## config.mk

```make
export PLATFORM = sky130hd
export DESIGN_NAME = mul_div_unit
export DESIGN_NICKNAME = d
export VERILOG_FILES = /design/src/rtl/mul_div_unit.sv
export SDC_FILE = /design/constraint.sdc
export NUM_CORES = 1
export LEC_CHECK = 0
export ABC_AREA = 1
export CAP_MARGIN = 10
export CORE_ASPECT_RATIO = 1.5
export CORE_UTILIZATION = 44
export DETAILED_ROUTE_END_ITERATION = 10
export PLACE_DENSITY = 0.73
export SLEW_MARGIN = 0
export SYNTH_ARGS = -nofsm -noshare
export SYNTH_HDL_FRONTEND = slang
export SYNTH_SLANG_ARGS = --single-unit
```

## constraint.sdc

```tcl
create_clock -name clk -period 2.8 [get_ports clk]
set_input_delay 0.28 -clock clk [delete_from_list [all_inputs] [get_ports clk]]
set_output_delay 0.28 -clock clk [all_outputs]
set_load 0.02 [all_outputs]
```

## src/rtl/mul_div_unit.sv

```systemverilog
// Iterative 16-bit unsigned multiply/divide unit that stalls the core while it iterates
// and hands the result back through a one-cycle registered write-back port.
module mul_div_unit #(
  parameter int WIDTH      = 16,
  parameter int REG_ADDR_W = 4
) (
  input  logic                  clk,
  input  logic                  reset,
  input  logic                  start,
  input  logic [1:0]            op,
  input  logic [WIDTH-1:0]      operand_a,
  input  logic [WIDTH-1:0]      operand_b,
  input  logic [REG_ADDR_W-1:0] dest_reg,
  output logic                  stall,
  output logic                  busy,
  output logic                  wb_en,
  output logic [REG_ADDR_W-1:0] wb_reg,
  output logic [WIDTH-1:0]      wb_data,
  output logic                  div_by_zero
);

  localparam int CNT_W = $clog2(WIDTH) + 1;

  typedef enum logic [1:0] {
    IDLE = 2'd0,
    RUN  = 2'd1,
    DONE = 2'd2
  } state_t;

  state_t                  state_q, state_d;
  logic [1:0]              op_q, op_d;
  logic [WIDTH-1:0]        a_q, a_d;
  logic [WIDTH-1:0]        b_q, b_d;
  logic [REG_ADDR_W-1:0]   dest_q, dest_d;
  logic [CNT_W-1:0]        cnt_q, cnt_d;
  logic [2*WIDTH-1:0]      acc_q, acc_d;
  logic                    busy_q, busy_d;
  logic                    wb_en_q, wb_en_d;
  logic [REG_ADDR_W-1:0]   wb_reg_q, wb_reg_d;
  logic [WIDTH-1:0]        wb_data_q, wb_data_d;
  logic                    dz_q, dz_d;
  logic                    stall_s;

  // Accumulator holds {partial product high, multiplier being consumed from the LSB}.
  function automatic logic [2*WIDTH-1:0] mul_step(input logic [2*WIDTH-1:0] acc,
                                                  input logic [WIDTH-1:0]   a);
    logic [WIDTH:0] sum;
    sum = {1'b0, acc[2*WIDTH-1:WIDTH]} + (acc[0] ? {1'b0, a} : {(WIDTH+1){1'b0}});
    return {sum, acc[WIDTH-1:1]};
  endfunction

  // Accumulator holds {remainder, dividend bits shifting out / quotient bits shifting in}.
  // With a zero divisor every trial succeeds, giving an all-ones quotient and remainder = a.
  function automatic logic [2*WIDTH-1:0] div_step(input logic [2*WIDTH-1:0] acc,
                                                  input logic [WIDTH-1:0]   b);
    logic [WIDTH:0] shifted;
    logic [WIDTH:0] diff;
    shifted = {acc[2*WIDTH-1:WIDTH], acc[WIDTH-1]};
    diff    = shifted - {1'b0, b};
    if (shifted >= {1'b0, b}) begin
      return {diff[WIDTH-1:0], acc[WIDTH-2:0], 1'b1};
    end else begin
      return {shifted[WIDTH-1:0], acc[WIDTH-2:0], 1'b0};
    end
  endfunction

  function automatic logic [WIDTH-1:0] pick_result(input logic [1:0]         sel,
                                                   input logic [2*WIDTH-1:0] acc);
    case (sel)
      2'b00:   return acc[WIDTH-1:0];
      2'b01:   return acc[2*WIDTH-1:WIDTH];
      2'b10:   return acc[WIDTH-1:0];
      2'b11:   return acc[2*WIDTH-1:WIDTH];
      default: return {WIDTH{1'b0}};
    endcase
  endfunction

  always_comb begin
    state_d   = state_q;
    op_d      = op_q;
    a_d       = a_q;
    b_d       = b_q;
    dest_d    = dest_q;
    cnt_d     = cnt_q;
    acc_d     = acc_q;
    wb_en_d   = 1'b0;
    wb_reg_d  = wb_reg_q;
    wb_data_d = wb_data_q;
    dz_d      = 1'b0;
    stall_s   = 1'b0;
    case (state_q)
      IDLE: begin
        stall_s = start;
        if (start) begin
          op_d    = op;
          a_d     = operand_a;
          b_d     = operand_b;
          dest_d  = dest_reg;
          cnt_d   = {CNT_W{1'b0}};
          acc_d   = op[1] ? {{WIDTH{1'b0}}, operand_a} : {{WIDTH{1'b0}}, operand_b};
          state_d = RUN;
        end else begin
          state_d = IDLE;
        end
      end
      RUN: begin
        stall_s = 1'b1;
        acc_d   = op_q[1] ? div_step(acc_q, b_q) : mul_step(acc_q, a_q);
        cnt_d   = cnt_q + {{(CNT_W-1){1'b0}}, 1'b1};
        if (cnt_q == CNT_W'(WIDTH - 1)) begin
          state_d   = DONE;
          wb_en_d   = 1'b1;
          wb_reg_d  = dest_q;
          wb_data_d = pick_result(op_q, acc_d);
          dz_d      = op_q[1] && (b_q == {WIDTH{1'b0}});
        end else begin
          state_d = RUN;
        end
      end
      DONE: begin
        // The start still visible here belongs to the retiring instruction.
        stall_s = 1'b0;
        state_d = IDLE;
      end
      default: begin
        stall_s = 1'b0;
        state_d = IDLE;
      end
    endcase
    busy_d = (state_d != IDLE);
  end

  assign stall       = reset ? 1'b0 : stall_s;
  assign busy        = busy_q;
  assign wb_en       = wb_en_q;
  assign wb_reg      = wb_reg_q;
  assign wb_data     = wb_data_q;
  assign div_by_zero = dz_q;

  always_ff @(posedge clk) begin
    if (reset) begin
      state_q   <= IDLE;
      op_q      <= 2'b00;
      a_q       <= {WIDTH{1'b0}};
      b_q       <= {WIDTH{1'b0}};
      dest_q    <= {REG_ADDR_W{1'b0}};
      cnt_q     <= {CNT_W{1'b0}};
      acc_q     <= {(2*WIDTH){1'b0}};
      busy_q    <= 1'b0;
      wb_en_q   <= 1'b0;
      wb_reg_q  <= {REG_ADDR_W{1'b0}};
      wb_data_q <= {WIDTH{1'b0}};
      dz_q      <= 1'b0;
    end else begin
      state_q   <= state_d;
      op_q      <= op_d;
      a_q       <= a_d;
      b_q       <= b_d;
      dest_q    <= dest_d;
      cnt_q     <= cnt_d;
      acc_q     <= acc_d;
      busy_q    <= busy_d;
      wb_en_q   <= wb_en_d;
      wb_reg_q  <= wb_reg_d;
      wb_data_q <= wb_data_d;
      dz_q      <= dz_d;
    end
  end

endmodule

```

# Word level (Yosys, flattened, before mapping)
# Index checks and enable logic that the tools add are counted.
[totals]
inputBits = 41
output_inout_bits = 24
word_cells = 52
register_bits = 100
[classes]
order_cmp = 1
reduce_logical = 13
n_eq_ne = 6
addsub = 3
n_bitwise = 2
n_mux = 15
[op_table]
columns = ["op", "count"]
rows = [
  ["$mux W32", 3],
  ["$pmux W32 S2", 1],
  ["$mux W16", 2],
  ["$pmux W16 S2", 1],
  ["$add A16 B16 Y17", 1],
  ["$ge A17 B16 Y1", 1],
  ["$logic_not A16 Y1", 1],
  ["$sub A16 B16 Y16", 1],
  ["$pmux W5 S2", 1],
  ["$reduce_and A2 Y1", 3],
  ["$reduce_or A2 Y1", 3],
  ["$add A5 B1 Y5 const B", 1],
  ["$eq A5 B4 Y1 const B", 1],
  ["$mux W5", 1],
  ["$eq A2 B1 Y1 const B", 2],
  ["$eq A2 B2 Y1 const B", 2],
  ["$logic_not A2 Y1", 2],
  ["$pmux W2 S2", 1],
  ["$reduce_bool A2 Y1", 2],
  ["$mux W1", 3],
  ["$reduce_or A3 Y1", 1],
  ["$mux W2", 1],
  ["$ne A2 B2 Y1 const B", 1],
  ["$not A1 Y1", 2],
  ["2 further kinds", 2],
]

# Logic depth before layout (Yosys ltp)
# Gate-level depths: netlist (run 1).
[logic_depth]
word_depth = 4
ltp_mapped = 18
depth_no_buf = 17

# Least setup slack after synthesis (run 1)
# OpenSTA, ideal clock, no wires.
[synth_timing]
kind = "reg2reg"
startpoint = "reg acc_q[0]"
endpoint = "reg wb_data_q[7], in the netlist wb_data[7]"
arrival_ns = 2.033
slack_ns = 0.635
path_buffers = 1
synth_period_minus_slack_ns = 2.165
stages_incl_launch_ff = 16
setup_time_ns = 0.132
cell_sequence = "dfxtp_1 -> clkbuf_1 -> nand2_1 -> inv_1 -> ha_1 -> inv_1 -> fa_1 -> inv_1 -> nand3_1 -> nand2_1 -> a31oi_1 -> and2_1 -> o21ai_0 -> nand3_1 -> nand2_1 -> a21oi_1"
[synth_via]
elab_chain_cells = 4
[synth_lines]
columns = ["item", "line", "source"]
rows = [
  ["start: declaration", "36", "logic [2*WIDTH-1:0] acc_q, acc_d;"],
  ["start signal: assignment", "148", "acc_q <= {(2*WIDTH){1'b0}};"],
  ["$mux W16", "48", "sum = {1'b0, acc[2*WIDTH-1:WIDTH]} + (acc[0] ? {1'b0, a} : {(WIDTH+1){1'b0}});"],
  ["$add A16 B16 Y17", "48", ""],
  ["$mux W32", "108", "acc_d = op_q[1] ? div_step(acc_q, b_q) : mul_step(acc_q, a_q);"],
  ["$pmux W16 S2", "69", "case (sel)"],
  ["end signal: assignment", "152", "wb_data_q <= {WIDTH{1'b0}};"],
  ["end signal: assignment", "165", "wb_data_q <= wb_data_d;"],
  ["end: declaration", "40", "logic [WIDTH-1:0] wb_data_q, wb_data_d;"],
]
# Every way passes these cells.
# A chain may end at the register's enable or synchronous reset.

# Worst setup path in the final report (run 1)
[layout_timing]
startpoint = "reg b_q[8]"
endpoint = "reg wb_data_q[1], in the netlist wb_data[1]"
[layout_via]
elab_chain_cells = 4
[layout_lines]
columns = ["item", "line", "source"]
rows = [
  ["start: declaration", "33", "logic [WIDTH-1:0] b_q, b_d;"],
  ["start signal: assignment", "145", "b_q <= {WIDTH{1'b0}};"],
  ["$ge A17 B16 Y1", "60", "if (shifted >= {1'b0, b}) begin"],
  ["$mux W32", "60", ""],
  ["$mux W32", "108", ""],
  ["$pmux W16 S2", "69", ""],
]
# Every way passes these cells.

==> results list, run 1 <==
- Outcome: finished, final reports clean
* Switching power share of the total: 0.338
* Vias in the first global route: 6673
* Io pins: 65
* Pin count of the biggest net entering global routing: 73
- Summed negative setup slack over all endpoints: 0 ns
- Reg-to-reg setup timing slack: 0.31 ns
- Worst IR Drop VDD: 325 uV
- The worst hold path belongs to the class flop to flop.
* Clock tree skew after final layout: 0.0136 ns
* Cell taking the most area after synthesis: sky130_fd_sc_hd__dfxtp_1
* Netlist area before placement: 0.00671 mm^2
- In the synthesized netlist the dominant register cell turns out to be sky130_fd_sc_hd__dfxtp_1.
- CTS buffer count: 9
* Cell leakage power: 3.79 nW
- Global placement routability congestion: 1.02
- Slew Limit Headroom: 0.500
* Final nets: 1182
* Internal power: 2.42 mW
- Via count: 6949
- Root Buffer Master: sky130_fd_sc_hd__clkbuf_16
- acc_q holds more flip-flops than any other register.
* Final HPWL DP: 16300 um
* Worst path buffer plus inverter count: 1
* Antenna Nets Post-Route: 0
* Average via count per standard cell: 5.32
- DRC violations left: 0
* Later-pin clock latency in the skew report: 0.36 ns
- The first global-routing pass estimated 34500 um of wire.
- In this run the power spent charging and discharging nets is 1.24 mW.
- Among all stages on the critical path, the largest delay is contributed by sky130_fd_sc_hd__ha_1.
- The H-tree was split into 3 levels.
- Post-layout minimum cycle time: 2.49 ns
- Synthesis produced a netlist with a net count of 1142.
- In the finished design, the share of the clock period the worst path needs comes to 0.889.
* Critical path required time: 3.03 ns
* Post-Synthesis Cells: 1065
- Die X: 103 um
- For the pin with the worst max-slew slack, the measured transition is 0.748 ns.
- Setup violations remaining at the end of the flow were counted as 0.
- During synthesis, Yosys emitted a total of 0 warnings.
* Die Y: 153 um
- The number of gates resized after CTS was 0.
- In the final layout, the share of cells above drive strength 1 is 0.0604.
* Pre-antenna DRT Iters: 6
- Area of the die: 0.0158 mm^2
* Number of core rows: 54
* TritonCTS sink count: 100
* WL per Instance: 16.5 um
* Max-capacitance violation count: 0
- Static timing analysis puts the maximum clock frequency at 402 MHz.
* Critical path endpoint category: flop
* Initial antenna violation count: 0
* Clock slew seen by the registers of the worst setup and hold paths: 0.08 ns
- Max reg flops: 32
* Power density over the cells: 472 mW/mm^2
* Crit start category: flop
* Initial Utilization: 0.455
- CTS hold repair buffers: 0
* Port Buffer Count: 64
- Compared with the post-synthesis result, the final layout area differs by 15.8%.
- Fraction of synthesized cell area taken by the top area cell type: 0.298
- Final hold violations: 0
- CTS tree: done
* Type of the worst setup path: flop to flop
- Global routing finished with a remaining overflow of 0.
- Overall fraction of global-route tracks in use: 0.287
- Average cell area after synthesis: 6.30 um^2
* Number of DRC markers after the initial detailed-route iteration: 436
* Fin util: 0.527
- Number of library cell types mapped by synthesis: 46
- Across all hold checks on the routed design, the worst slack comes to 0.465 ns.
- Critical path arrival: 2.72 ns
* Clock network fraction of design power: 0.339
- In the synthesized netlist the async set-or-reset flop fraction comes to 0.
- Placeable Area: 0.0147 mm^2
* Critical path cell sequence: inv_1 -> ha_1 -> nand2_2 -> nor2_2 -> nand3_1 -> nand3_2 -> nand2_4 -> nand2_4 -> nand2_1 -> nand3_1 -> nand3_1 -> nand3_1 -> a21oi_1
* Combinational share of power: 0.238
- EDFF count, synth: 0
- Setup repair after global routing missed its margin: no
* Leading cell types by total area after synthesis: sky130_fd_sc_hd__dfxtp_1, sky130_fd_sc_hd__nand2_1, sky130_fd_sc_hd__inv_1, sky130_fd_sc_hd__ha_1, sky130_fd_sc_hd__a21oi_1
- Post-synthesis sequential element count: 100
- Summed over all layers, the routed wires come to 21600 um.
* Final count of pins violating max slew: 0
* Maximum buffer depth of the clock tree: 2
* Sequential cell area fraction in the yosys report: 0.298
* Most frequent cell on the critical path: sky130_fd_sc_hd__nand3_1
- On the critical path the largest part of the delay comes from simple AND/OR/NAND/NOR gates.
- Ant. Diodes: 0
- The commonest cells after synthesis are sky130_fd_sc_hd__nand2_1, sky130_fd_sc_hd__inv_1, sky130_fd_sc_hd__dfxtp_1.
* Total power after layout: 3.66 mW
- In this run the worst path has a maximum fanout of 17.
* Portion of total power attributed to sequential cells: 0.422
- By instance count, the leading cell after synthesis is sky130_fd_sc_hd__nand2_1.
- Stage delay of the slowest cell on the critical path: 0.42 ns
* Buffers inserted by post-CTS timing repair: 0
-- cell type report --
class                      instances  area (um^2)
timing repair buffer              77          738
sequential                       100         2000
multi-input combinational        773         3950
fill                            1525         6960
tap                              196          245
clock buffer                       9          225
inverter                         144          541
clock inverter                     7         67.6
-- worst reg2reg max path, cell delays in order (launching register included) --
cell,delay (ns)
sky130_fd_sc_hd__dfxtp_1,0.31
sky130_fd_sc_hd__inv_1,0.08
sky130_fd_sc_hd__ha_1,0.42
sky130_fd_sc_hd__nand2_2,0.13
sky130_fd_sc_hd__nor2_2,0.18
sky130_fd_sc_hd__nand3_1,0.21
sky130_fd_sc_hd__nand3_2,0.17
sky130_fd_sc_hd__nand2_4,0.15
sky130_fd_sc_hd__nand2_4,0.23
sky130_fd_sc_hd__nand2_1,0.08
sky130_fd_sc_hd__nand3_1,0.10
sky130_fd_sc_hd__nand3_1,0.09
sky130_fd_sc_hd__nand3_1,0.14
sky130_fd_sc_hd__a21oi_1,0.09
-- layer usage --
metal,GRT usage,vias to the layer above,routed length [um]
met3,0.0311,59,945
met4,0.180,0,1380
met1,0.350,3139,8880
li1,-,3503,-
met5,0,-,0
met2,0.474,248,10300
-- final timing paths --
check,startpoint,cells after the start,end
worst max-delay path,b_q[8],13,wb_data[1]
worst min-delay path,dest_q[2],2,wb_reg[2]
worst max register to register,b_q[8],13,wb_data[1]
worst min register to register,dest_q[2],2,wb_reg[2]
-- cells by family (layout without fill, tap and decap cells) --
family                     count (synthesis)  count (layout)  synth area share
muxes                                      2               2           0.00298
and+or+nand+nor                          552             552             0.363
xor gates and xnor gates                  10              10            0.0131
AOI/OAI and AO/OA                        173             173             0.140
buffers and inverters                    192             237             0.113
DFF                                      100             100             0.298
adders and majority gates                 36              36            0.0694
-- power groups by stage --
stage,Sequential [mW],Combinational [mW],Clock [mW]
after floorplan,1.56,0.615,0
after global placement,1.58,0.855,0
after detailed placement,1.58,0.859,0
after CTS,1.55,0.863,1.25
after global routing,1.56,0.969,1.31
final,1.55,0.873,1.24
-- placed cells by master, fill, tap and decap left out, types with 7 or more instances in the layout --
cell and instances:
sky130_fd_sc_hd__clkbuf_16 9, sky130_fd_sc_hd__or2_2 7, sky130_fd_sc_hd__buf_4 13, sky130_fd_sc_hd__nand3_2 7, sky130_fd_sc_hd__nand3b_1 9, sky130_fd_sc_hd__nand2_1 312, sky130_fd_sc_hd__xnor2_1 7, sky130_fd_sc_hd__inv_1 138
sky130_fd_sc_hd__o21ai_0 65, sky130_fd_sc_hd__ha_1 34, sky130_fd_sc_hd__o311ai_0 9, sky130_fd_sc_hd__nand2_2 8, sky130_fd_sc_hd__dfxtp_1 100, sky130_fd_sc_hd__nor2_1 92, sky130_fd_sc_hd__nand4_1 13, sky130_fd_sc_hd__a21oi_1 84
sky130_fd_sc_hd__nand3_1 83, sky130_fd_sc_hd__clkdlybuf4s50_1 64
-- per-stage QoR --
step           setup slack (ns)  cells  area (um^2)
2_1_floorplan             0.635   1065         6710
6_report                  0.311   1306         7770
3_5_place_dp              0.349   1290         7470
5_1_grt                   0.116   1306         7770
4_1_cts                   0.333   1306         7770
3_3_place_gp              0.385   1290         7470
(Power assumes the default switching activity.)
==> inputs of run 2 (changes only) <==
MAX_ROUTING_LAYER = met4   (was default)
==> run 2 against run 1 <==
Net effect: count of clock-buffer cells in the layout did not move; sequential share of layout area down 0.21 points; die area stayed put; total power is 0.69% higher; final cell count increased by 0.46%; worst hold slack worse by 0.0026 ns.
==> results list, run 2 (synthesis gave the netlist of run 1 again) <==
- Outcome: finished, final reports clean (unchanged).
- The total routing resource utilization after global routing is 0.295 (was 0.287).
- Area of the die: 0.0158 mm^2 (unchanged)
- The maximum number of pins on one net before global-route repair is 73 (unchanged).
- Count of placed standard cells including taps: 1296 (was 1290)
* Type of the worst setup path: flop to flop (unchanged)
- Fraction of layout cells with a size suffix above 1: 0.0654 (was 0.0604)
* Slew Limit Headroom: 0.381 (was 0.500)
* Critical path required time: 3.02 ns (was 3.03 ns)
- Summed negative setup slack over all endpoints: 0 ns (unchanged)
- Area of placed instances: 0.00753 mm^2 (was 0.00747 mm^2)
- The post-detailed-placement half-perimeter wirelength is 16100 um (was 16300 um).
- CTS hold repair buffers: 0 (unchanged)
- The core box area came to 0.0147 mm^2 (unchanged).
* Post-layout minimum cycle time: 2.48 ns (was 2.49 ns)
* Worst IR Drop VDD: 404 uV (was 325 uV)
- Global-route wire length before repair: 34300 um (was 34500 um)
- The count of routing violations after the opening detailed-route iteration came to 398 (was 436).
- The type of element capturing the critical path was a flop (unchanged).
- The number of input and output port buffers inserted came to 64 (unchanged).
- Crit-path max FO: 5 (was 17)
- Sum of routed wire length over all layers: 21200 um (was 21600 um)
* CTS resizes: 0 (unchanged)
* Layout overhead on the synthesized area: 16.7% (was 15.8%)
* Maximum achievable frequency: 403 MHz (was 402 MHz)
* Die Y: 153 um (unchanged)
- The number of remaining DRC errors is 0 (unchanged).
- The element type at the critical path start is a flop (unchanged).
* Actual slew at the worst max-slew pin: 0.927 ns (was 0.748 ns)
- Commonest cells after routing, fill and taps aside: sky130_fd_sc_hd__nand2_1, sky130_fd_sc_hd__inv_1, sky130_fd_sc_hd__dfxtp_1 (unchanged)
* WL per Instance: 16.2 um (was 16.5 um)
- Via count: 6905 (was 6949)
- Ant. Diodes: 0 (unchanged)
- Antenna Nets Post-Route: 0 (unchanged)
- TritonCTS sink count: 100 (unchanged)
- Final cell area excluding filler cells: 0.00783 mm^2 (was 0.00777 mm^2)
* Final count of pins violating max slew: 0 (unchanged)
- The final core area utilization was 0.532 (was 0.527).
- The CTS root buffer is sky130_fd_sc_hd__clkbuf_16 (unchanged).
* Final nets: 1188 (was 1182)
- The width of the chip is 103 um (unchanged).
- The fill cell instance count of the final layout is 1525 (unchanged).
- The number of post-CTS setup repair buffers came to 0 (unchanged).
* HP Class: flop to flop (unchanged)
* Final cell count without fillers: 1312 (was 1306)
* Power density over the cells: 471 mW/mm^2 (was 472 mW/mm^2)
* Average via count per standard cell: 5.26 (was 5.32)
- The number of global-route vias before repair is 6593 (was 6673).
* Number of core rows: 54 (unchanged)
- The register area is 0.00200 mm^2 (unchanged).
- Critical path arrival: 2.70 ns (was 2.72 ns)
* CTS tree: done (unchanged)
* Leading cell type in the layout, fill and taps excluded: sky130_fd_sc_hd__nand2_1 (unchanged)
- The area taken by multi-input logic gates is 0.00395 mm^2 (unchanged).
- Clock tree skew after final layout: 0.00978 ns (was 0.0136 ns)
- The number of levels the H-tree was split into is 3 (unchanged).
- CTS buffer count: 9 (unchanged)
* Remaining global-route overflow: 0 (unchanged)
* Clock slew seen by the registers of the worst setup and hold paths: 0.08 ns (about the same)
- The insertion delay of the later-clocked pin in the worst-skew pair is 0.36 ns (about the same).
* Most flops, register: acc_q (unchanged)
* Pre-antenna DRT Iters: 5 (was 6)
- Max-capacitance violation count: 0 (unchanged)
* Final hold violations: 0 (unchanged)
- The placer congestion estimate is 0.986 (was 1.02).
- Setup repair after global routing missed its margin: no (unchanged).
- The effective utilization at floorplan is 0.455 (unchanged).
* Io pins: 65 (unchanged)
* Max reg flops: 32 (unchanged)
* Initial antenna violation count: 0 (unchanged)
- The count of final setup violators was 0 (unchanged).
* Period utilization: 0.886 (was 0.889)
- Cell leakage power: 3.82 nW (was 3.79 nW)
- Maximum buffer depth of the clock tree: 2 (unchanged)
==> run 2: cell types whose count changed in the layout (fill, tap and decap cells not counted), sizes merged <==
cell,previous run,this run
buf,13,19
clkinv,7,5
clkinvlp,0,1
inv,144,145
==> run 2: layout make-up <==
| type | count | share of cell area |
|---|---|---|
| Clock inverter | 7 | 0.00959 |
| Multi-Input combinational cell | 773 | 0.504 |
| Tap cell | 196 | 0.0313 |
| Timing Repair Buffer | 83 | 0.102 |
| Inverter | 144 | 0.0690 |
| Sequential cell | 100 | 0.256 |
| Clock buffer | 9 | 0.0288 |
==> run 2: worst max-delay path: stages (launching register included) <==
cell	delay, ns
sky130_fd_sc_hd__dfxtp_1	0.49
sky130_fd_sc_hd__ha_1	0.22
sky130_fd_sc_hd__inv_1	0.05
sky130_fd_sc_hd__fa_1	0.35
sky130_fd_sc_hd__inv_1	0.09
sky130_fd_sc_hd__nand3_1	0.07
sky130_fd_sc_hd__nand2_1	0.16
sky130_fd_sc_hd__a31oi_1	0.14
sky130_fd_sc_hd__and2_1	0.16
sky130_fd_sc_hd__o21ai_0	0.32
sky130_fd_sc_hd__nand3_1	0.13
sky130_fd_sc_hd__nand2_1	0.10
sky130_fd_sc_hd__a21oi_1	0.06
==> run 2: power breakdown <==
part	internal (mW)	switching [mW]
Sequential	1.50	0.0534
Clock	0.635	0.632
Combinational	0.310	0.563
==> run 2: per-stage QoR <==
stage               worst slack [ns]  hold WS, ns  power [mW]
finish                         0.320        0.462        3.69
global route                  0.0617        0.481        3.86
detailed placement             0.370        0.453        2.44
CTS                            0.336        0.464        3.69
floorplan                      0.635        0.439        2.17
global placement               0.388        0.446        2.44
==> run 2: path summary, 6_finish.rpt <==
kind                  start          to  slack, ns  cells after the start
setup / recovery  acc_q[16]  wb_data[7]       0.32                     12
hold / removal    dest_q[0]   wb_reg[0]       0.46                      2
setup reg to reg  acc_q[16]  wb_data[7]       0.32                     12
hold reg to reg   dest_q[0]   wb_reg[0]       0.46                      2
==> run 2: layer usage <==
| layer | part of all wire | wire length [um] | global-route usage |
|---|---|---|---|
| met2 | 0.49 | 10400 | 0.484 |
| met4 | 0.050 | 1050 | 0.144 |
| met5 | 0 | 0 | - |
| met1 | 0.42 | 8860 | 0.352 |
| met3 | 0.041 | 868 | 0.0329 |
